===== src/rtl/itu_int_sched_if.sv =====
// Signal bundle between the ITU interrupt scheduler, the timer request lines and the CPU interrupt port.
// The slave modport is the scheduler's view; the master modport is the driving side (timers/CPU).
interface itu_int_sched_if #(
    parameter int NCH = 5
);
    logic             CE_R;
    logic [NCH-1:0]   IMIA_IRQ;
    logic [NCH-1:0]   IMIB_IRQ;
    logic [NCH-1:0]   OVI_IRQ;
    logic [4*NCH-1:0] ITU_PRIO;
    logic [3:0]       IMASK;
    logic             INT_REQ;
    logic [3:0]       INT_LVL;
    logic [7:0]       INT_VEC;
    logic             INT_ACK;
    logic [4:0]       ACK_SRC;
    logic             ACK_STB;

    modport slave (
        input  CE_R, IMIA_IRQ, IMIB_IRQ, OVI_IRQ, ITU_PRIO, IMASK, INT_ACK,
        output INT_REQ, INT_LVL, INT_VEC, ACK_SRC, ACK_STB
    );

    modport master (
        output CE_R, IMIA_IRQ, IMIB_IRQ, OVI_IRQ, ITU_PRIO, IMASK, INT_ACK,
        input  INT_REQ, INT_LVL, INT_VEC, ACK_SRC, ACK_STB
    );
endinterface


===== src/rtl/itu_int_sched.sv =====
// Interrupt scheduler for the ITU: picks the highest-priority unmasked, unblocked request and runs the CPU handshake.
// Define ITU_INT_RR_EN to break equal-level ties round-robin instead of by fixed source order.
module itu_int_sched #(
    parameter int NCH      = 5,
    parameter int VEC_BASE = 80
) (
    input  logic           CLK,
    input  logic           RST,
    itu_int_sched_if.slave bus
);
    localparam int NSRC = 3 * NCH;
    localparam int IDXW = (NSRC > 1) ? $clog2(NSRC) : 1;

    typedef enum logic [1:0] {IDLE, ARB, REQ, ACKD} state_e;

    state_e          state_q, state_d;
    logic            int_req_q, int_req_d;
    logic [3:0]      lvl_q, lvl_d;
    logic [7:0]      vec_q, vec_d;
    logic [4:0]      ack_src_q, ack_src_d;
    logic            ack_stb_q, ack_stb_d;
    logic [NSRC-1:0] blk_q, blk_d, blk_set;
    logic [IDXW-1:0] win_q, win_d;
`ifdef ITU_INT_RR_EN
    logic [IDXW-1:0] ptr_q, ptr_d;
`endif

    logic [NSRC-1:0] req_raw;
    logic [NSRC-1:0] elig;
    logic [3:0]      src_prio [NSRC];
    logic            any_elig;
    logic            higher;
    logic [IDXW-1:0] best_idx;
    logic [3:0]      best_lvl;

    // Source index s = 3*ch + src, so ascending index is the fixed tie-break order.
    function automatic logic [4:0] src_code(logic [IDXW-1:0] idx);
        int n;
        n = int'(idx);
        return {3'(n / 3), 2'(n % 3)};
    endfunction

    function automatic logic [7:0] vec_of(logic [IDXW-1:0] idx);
        int n;
        n = int'(idx);
        return 8'(VEC_BASE + 4 * (n / 3) + (n % 3));
    endfunction

    for (genvar c = 0; c < NCH; c++) begin : g_ch
        assign req_raw[3*c]    = bus.IMIA_IRQ[c];
        assign req_raw[3*c+1]  = bus.IMIB_IRQ[c];
        assign req_raw[3*c+2]  = bus.OVI_IRQ[c];
        assign src_prio[3*c]   = bus.ITU_PRIO[4*c +: 4];
        assign src_prio[3*c+1] = bus.ITU_PRIO[4*c +: 4];
        assign src_prio[3*c+2] = bus.ITU_PRIO[4*c +: 4];
    end

    for (genvar s = 0; s < NSRC; s++) begin : g_elig
        assign elig[s] = req_raw[s] && (src_prio[s] != 4'd0) &&
                         (src_prio[s] > bus.IMASK) && !blk_q[s];
    end

    // Strict '>' keeps the first source found at the top level, so scan order decides ties.
    always_comb begin
        int s;
        logic [IDXW-1:0] sidx;
        s        = 0;
        sidx     = '0;
        any_elig = 1'b0;
        higher   = 1'b0;
        best_idx = '0;
        best_lvl = '0;
        for (int i = 0; i < NSRC; i++) begin
`ifdef ITU_INT_RR_EN
            s = (int'(ptr_q) + i) % NSRC;
`else
            s = i;
`endif
            sidx = IDXW'(s);
            if (elig[sidx] && (!any_elig || (src_prio[sidx] > best_lvl))) begin
                any_elig = 1'b1;
                best_idx = sidx;
                best_lvl = src_prio[sidx];
            end
            if (elig[IDXW'(i)] && (src_prio[IDXW'(i)] > lvl_q)) begin
                higher = 1'b1;
            end
        end
    end

    always_comb begin
        state_d   = state_q;
        int_req_d = int_req_q;
        lvl_d     = lvl_q;
        vec_d     = vec_q;
        win_d     = win_q;
        ack_src_d = ack_src_q;
        ack_stb_d = 1'b0;
        blk_set   = '0;
`ifdef ITU_INT_RR_EN
        ptr_d     = ptr_q;
`endif
        case (state_q)
            IDLE: begin
                if (any_elig) begin
                    state_d = ARB;
                end
            end
            ARB: begin
                if (any_elig) begin
                    lvl_d     = best_lvl;
                    vec_d     = vec_of(best_idx);
                    win_d     = best_idx;
                    int_req_d = 1'b1;
                    state_d   = REQ;
                end else begin
                    state_d = IDLE;
                end
            end
            REQ: begin
                // An accept beats a simultaneous withdrawal: the latched source is acknowledged.
                if (bus.INT_ACK) begin
                    int_req_d      = 1'b0;
                    blk_set[win_q] = 1'b1;
                    ack_src_d      = src_code(win_q);
                    ack_stb_d      = 1'b1;
                    state_d        = ACKD;
`ifdef ITU_INT_RR_EN
                    ptr_d          = (int'(win_q) == NSRC - 1) ? '0 : win_q + 1'b1;
`endif
                end else if (!elig[win_q] || higher) begin
                    int_req_d = 1'b0;
                    state_d   = ARB;
                end
            end
            ACKD: begin
                state_d = IDLE;
            end
            default: begin
                state_d = IDLE;
            end
        endcase
        // A dropped raw request always releases its block, even in the ack cycle.
        blk_d = (blk_q | blk_set) & req_raw;
    end

    always_ff @(posedge CLK) begin
        if (RST) begin
            state_q   <= IDLE;
            int_req_q <= 1'b0;
            lvl_q     <= '0;
            vec_q     <= '0;
            win_q     <= '0;
            ack_src_q <= '0;
            ack_stb_q <= 1'b0;
            blk_q     <= '0;
`ifdef ITU_INT_RR_EN
            ptr_q     <= '0;
`endif
        end else if (bus.CE_R) begin
            state_q   <= state_d;
            int_req_q <= int_req_d;
            lvl_q     <= lvl_d;
            vec_q     <= vec_d;
            win_q     <= win_d;
            ack_src_q <= ack_src_d;
            ack_stb_q <= ack_stb_d;
            blk_q     <= blk_d;
`ifdef ITU_INT_RR_EN
            ptr_q     <= ptr_d;
`endif
        end
    end

    assign bus.INT_REQ = int_req_q;
    assign bus.INT_LVL = lvl_q;
    assign bus.INT_VEC = vec_q;
    assign bus.ACK_SRC = ack_src_q;
    assign bus.ACK_STB = ack_stb_q;
endmodule


===== src/flat_wrapper.sv =====
// flat-port wrapper written by rule: the top's interface ports become plain ports
module itu_int_sched_flat 
#(
    parameter int NCH      = 5,
    parameter int VEC_BASE = 80
)
  (CLK, RST, bus_CE_R, bus_IMIA_IRQ, bus_IMIB_IRQ, bus_OVI_IRQ, bus_ITU_PRIO, bus_IMASK, bus_INT_ACK, bus_INT_REQ, bus_INT_LVL, bus_INT_VEC, bus_ACK_SRC, bus_ACK_STB);
  itu_int_sched_if #(.NCH(NCH)) bus_i ();
  input  logic CLK;
  input  logic RST;
  input wire logic [$bits(bus_i.CE_R)-1:0] bus_CE_R;
  input wire logic [$bits(bus_i.IMIA_IRQ)-1:0] bus_IMIA_IRQ;
  input wire logic [$bits(bus_i.IMIB_IRQ)-1:0] bus_IMIB_IRQ;
  input wire logic [$bits(bus_i.OVI_IRQ)-1:0] bus_OVI_IRQ;
  input wire logic [$bits(bus_i.ITU_PRIO)-1:0] bus_ITU_PRIO;
  input wire logic [$bits(bus_i.IMASK)-1:0] bus_IMASK;
  input wire logic [$bits(bus_i.INT_ACK)-1:0] bus_INT_ACK;
  output wire logic [$bits(bus_i.INT_REQ)-1:0] bus_INT_REQ;
  output wire logic [$bits(bus_i.INT_LVL)-1:0] bus_INT_LVL;
  output wire logic [$bits(bus_i.INT_VEC)-1:0] bus_INT_VEC;
  output wire logic [$bits(bus_i.ACK_SRC)-1:0] bus_ACK_SRC;
  output wire logic [$bits(bus_i.ACK_STB)-1:0] bus_ACK_STB;
  assign bus_i.CE_R = bus_CE_R;
  assign bus_i.IMIA_IRQ = bus_IMIA_IRQ;
  assign bus_i.IMIB_IRQ = bus_IMIB_IRQ;
  assign bus_i.OVI_IRQ = bus_OVI_IRQ;
  assign bus_i.ITU_PRIO = bus_ITU_PRIO;
  assign bus_i.IMASK = bus_IMASK;
  assign bus_i.INT_ACK = bus_INT_ACK;
  assign bus_INT_REQ = bus_i.INT_REQ;
  assign bus_INT_LVL = bus_i.INT_LVL;
  assign bus_INT_VEC = bus_i.INT_VEC;
  assign bus_ACK_SRC = bus_i.ACK_SRC;
  assign bus_ACK_STB = bus_i.ACK_STB;
  itu_int_sched #(.NCH(NCH), .VEC_BASE(VEC_BASE)) u_core (.CLK(CLK), .RST(RST), .bus(bus_i));
endmodule

===== config.mk =====
export PLATFORM = sky130hd
export DESIGN_NAME = itu_int_sched_flat
export DESIGN_NICKNAME = d
export VERILOG_FILES = /design/src/rtl/itu_int_sched_if.sv /design/src/rtl/itu_int_sched.sv /design/src/flat_wrapper.sv
export SDC_FILE = /design/constraint.sdc
export NUM_CORES = 1
export LEC_CHECK = 0
export BUFFER_PORTS_ARGS = -buffer_cell sky130_fd_sc_hd__buf_2
export CORE_MARGIN = 1.5
export CORE_UTILIZATION = 65
export DETAILED_ROUTE_END_ITERATION = 8
export HOLD_SLACK_MARGIN = 0.1
export PLACE_DENSITY = 0.9
export SLEW_MARGIN = 0
export SYNTH_ARGS = -nofsm -noshare
export SYNTH_HDL_FRONTEND = slang
export SYNTH_SLANG_ARGS = --single-unit
export TNS_END_PERCENT = 30

===== constraint.sdc =====
create_clock -name CLK -period 64.2 [get_ports CLK]
set_input_delay 6.42 -clock CLK [delete_from_list [all_inputs] [get_ports CLK]]
set_output_delay 6.42 -clock CLK [all_outputs]
set_load 0.1 [all_outputs]

==> results.cfg <==
[timing]
max_slew.worst_pin.slew_ns = 1.05
finalSetupViolations = 0
layout_min_cycle_time_ns = 36.14
max_slew_margin_pct = 29.2
layout_setup_ws_ns = 28.06
finalClockSkew_ns = 0.00840
rsz0062_at_grt = false
final_hold_viol_count = 0
final_max_slew_viol_count = 0
final.setup.tns_ns = 0
final_min_period_over_clock_period_pct = 56.3
max_clock_freq_mhz = 27.7

[power]
power.net_switching_mw = 0.155
p_seq_share_pct = 10.2
cell_internal_pwr_mw = 0.132
gate_power_share_pct = 82.8
power.density_cell_area_nw_per_um2 = 42.5
vdd_ir_drop_max_mv = 0.0695
power.switching_fraction_pct = 54.0
power.clock.fraction_pct = 7.0
leakage_nw = 2.92

[drt]
vias = 6862
initialDrtViolationCount = 572
detail_route.drc_violations = 0
totalWireLength_um = 18700
antenna_violating_nets_post_route = 0
vias_per_cell = 6.80
drt_pass1_iterations = 6
detail_route.wl_per_cell_um = 18.5

[floorplan]
std_cell_rows = 35
floorplan.die_area_sq_um = 10300
start_util_pct = 67.7
die-height_um = 102
core_region_area_sq_um = 9330
dieWidth_um = 102
pin_count = 62

[critical_path]
slowest_stage = sky130_fd_sc_hd__a31oi_1
arrival_ns = 36.37
worst_setup_path_start_kind = input pin
cp_slowest_stage_delay_ns = 0.71
cp_common_cell = sky130_fd_sc_hd__ha_1
worst-path-max-fanout = 16
kind_of_end_point_of_the_critical_path = flop
worstPathRequired_ns = 64.43
setup.worst_path.class = input pin to flop

[global_routing]
first_global_vias = 6369
maximum_number_of_pins_on_one_net_before_global_route_repair = 44
grt_first_pass_wirelength_um = 29800
grt_use_total_pct = 35.4
grt-ovfl-total = 0
initial_antenna_violation_count = 0

[place]
io_buffers = 61
place_worst_setup_slack_ns = 28.40
placement.cell_area_sq_um = 6640
gp_congestion = 0.968
dpl.hpwl_um = 14600

[synth]
number_of_enable_type_register_cells_in_the_synthesized_netlist = 0
post_synth_inst_count = 843
synth_seq_area_share_pct = 12.7
synth_area_sq_um = 6310
synth_cell_type_count = 94
most_used_standard_cell_by_instance_count_after_synthesis = sky130_fd_sc_hd__ha_1
syn_area_per_cell_sq_um = 7.49
ys.warnings.count = 0
synth.top_cell.area_share_pct = 17.2
asyncSetResetFlopFracSynth_pct = 0
synth_net_count = 974
synth.top_cells.by_area = sky130_fd_sc_hd__ha_1 (17%), sky130_fd_sc_hd__dfxtp_1 (13%), sky130_fd_sc_hd__a21oi_1 (5.9%), sky130_fd_sc_hd__nor2b_1 (4.5%), sky130_fd_sc_hd__nor2_1 (4.1%)
most_common_library_cells_after_synthesis = sky130_fd_sc_hd__ha_1 (87), sky130_fd_sc_hd__a21oi_1 (74), sky130_fd_sc_hd__nor2_1 (69), sky130_fd_sc_hd__nand2_1 (67), sky130_fd_sc_hd__inv_1 (49)
synth-seq-cells = 40
synth_top_flop_cell = sky130_fd_sc_hd__dfxtp_1
post_synth_top_area_cell = sky130_fd_sc_hd__ha_1

[run]
max-cap-violations = 0

[layout]
syn2layout_area_growth_pct = 6.96
n_fill_cell = 740
drive_gt1_share_pct = 13.6
insertedDiodeCount = 0
design_area_sq_um = 6750
postLayoutCoreUtil_pct = 72.4
layout.nets = 1010

[clock_network]
clock-sinks = 40
clkTransAtPathRegs_ns = 0.07
clk-insertion-delay-late_ns = 0.29
htreeDepth = 2
numCtsBuffers = 5
cts_hold_buf = 0
post_cts.resized_instances = 0
post_cts.repair.setup_buffers = 0
clock_path_buffers = 2
cts_root_buffer = sky130_fd_sc_hd__clkbuf_8
clock_tree_from_tritoncts = built

[run_status]
outcome = complete, no violations

[hold_path]
holdCritPathClass = flop to flop
## layer usage
layer  GRT usage [%]  up-vias  wire, um
li1                -     3235         -
met1            47.0     3161      7840
met2            59.8      403      8710
met3            4.49       63      1670
met4            10.5        0       482
met5               0        -         0
## flip-flops by register name (all words and copies together) (netlist names)
name                flops
u_core.bus.INT_LVL      4
u_core.bus.ACK_STB      1
u_core.state_q          2
u_core.bus.INT_REQ      1
u_core.bus.INT_VEC      8
u_core.bus.ACK_SRC      5
u_core.win_q            4
u_core.blk_q           15
## power groups by stage
stage          Sequential [mW]  Clock [mW]  Combinational (mW)
2_1_floorplan           0.0437           0               0.170
3_3_place_gp            0.0298           0               0.221
3_5_place_dp            0.0298           0               0.229
4_1_cts                 0.0292      0.0202               0.232
5_1_grt                 0.0296      0.0215               0.260
6_report                0.0293      0.0202               0.237
## final timing paths
path	from	endpoint	slack (ns)	cells after the start
max	bus_IMASK[3]	u_core.bus.INT_VEC[7]	28.06	138
min	u_core.bus.INT_VEC[3]	u_core.bus.INT_VEC[3]	0.46	2
max reg2reg	u_core.blk_q[1]	u_core.bus.INT_VEC[7]	34.37	135
min reg2reg	u_core.bus.INT_VEC[3]	u_core.bus.INT_VEC[3]	0.46	2
## cells by family (layout without fill, tap and decap cells)
kind of cell	count (synthesis)	in the layout	synth area share, %
AO/OA/AOI/OAI	269	269	31.0
XOR/XNOR	7	7	0.971
adder cells (fa/ha/maj)	90	90	17.9
buffers and inverters	83	120	5.17
flip-flops	40	40	12.7
multiplexers	33	33	5.99
AND/OR/NAND/NOR	321	321	26.3
## worst max-delay path, delay by kind of cell
family,cells,cell delay (ns)
AOI/OAI and AO/OA,63,13.44
and+or+nand+nor,35,6.50
adders and majority gates,19,5.61
muxes,11,3.28
buffers and inverters,10,1.08
## through the flow
stage / power [mW] / std cells / hold WS, ns
after detailed placement: 0.259 / 1001 / 0.444
after CTS: 0.281 / 1009 / 0.455
after floorplan: 0.213 / 843 / 0.486
after global placement: 0.251 / 1001 / 0.441
final: 0.287 / 1009 / 0.457
after global routing: 0.311 / 1009 / 0.474
## placed cells by master, fill, tap and decap left out, types with 6 or more instances in the layout
cell,instances
sky130_fd_sc_hd__a21oi_1,74
sky130_fd_sc_hd__a21o_1,12
sky130_fd_sc_hd__a31oi_1,11
sky130_fd_sc_hd__inv_1,49
sky130_fd_sc_hd__mux2_2,18
sky130_fd_sc_hd__nand2_1,67
sky130_fd_sc_hd__nand4_1,9
sky130_fd_sc_hd__buf_2,61
sky130_fd_sc_hd__o21a_1,12
sky130_fd_sc_hd__nand3_1,24
sky130_fd_sc_hd__and2_1,10
sky130_fd_sc_hd__o31ai_1,10
sky130_fd_sc_hd__o21ai_0,48
sky130_fd_sc_hd__nand3b_1,8
sky130_fd_sc_hd__nand2b_1,18
sky130_fd_sc_hd__ha_1,87
sky130_fd_sc_hd__nor2_1,69
sky130_fd_sc_hd__and3_1,8
sky130_fd_sc_hd__a221oi_1,6
sky130_fd_sc_hd__nor3_1,35
sky130_fd_sc_hd__mux2i_1,13
sky130_fd_sc_hd__xnor2_1,6
sky130_fd_sc_hd__dfxtp_1,40
sky130_fd_sc_hd__a41oi_1,6
sky130_fd_sc_hd__a211oi_1,13
sky130_fd_sc_hd__nor2b_1,45
## area by class of cell
type	instances	area (sq um)	share of cell area (%)
Multi-Input combinational cell	720	5180	76.8
Sequential cell	40	801	11.9
Timing Repair Buffer	61	305	4.52
Inverter	51	191	2.84
Tap cell	129	161	2.39
Clock buffer	6	72.6	1.08
Clock inverter	2	35.0	0.519
No activity file was read; power rests on OpenSTA's default activity.
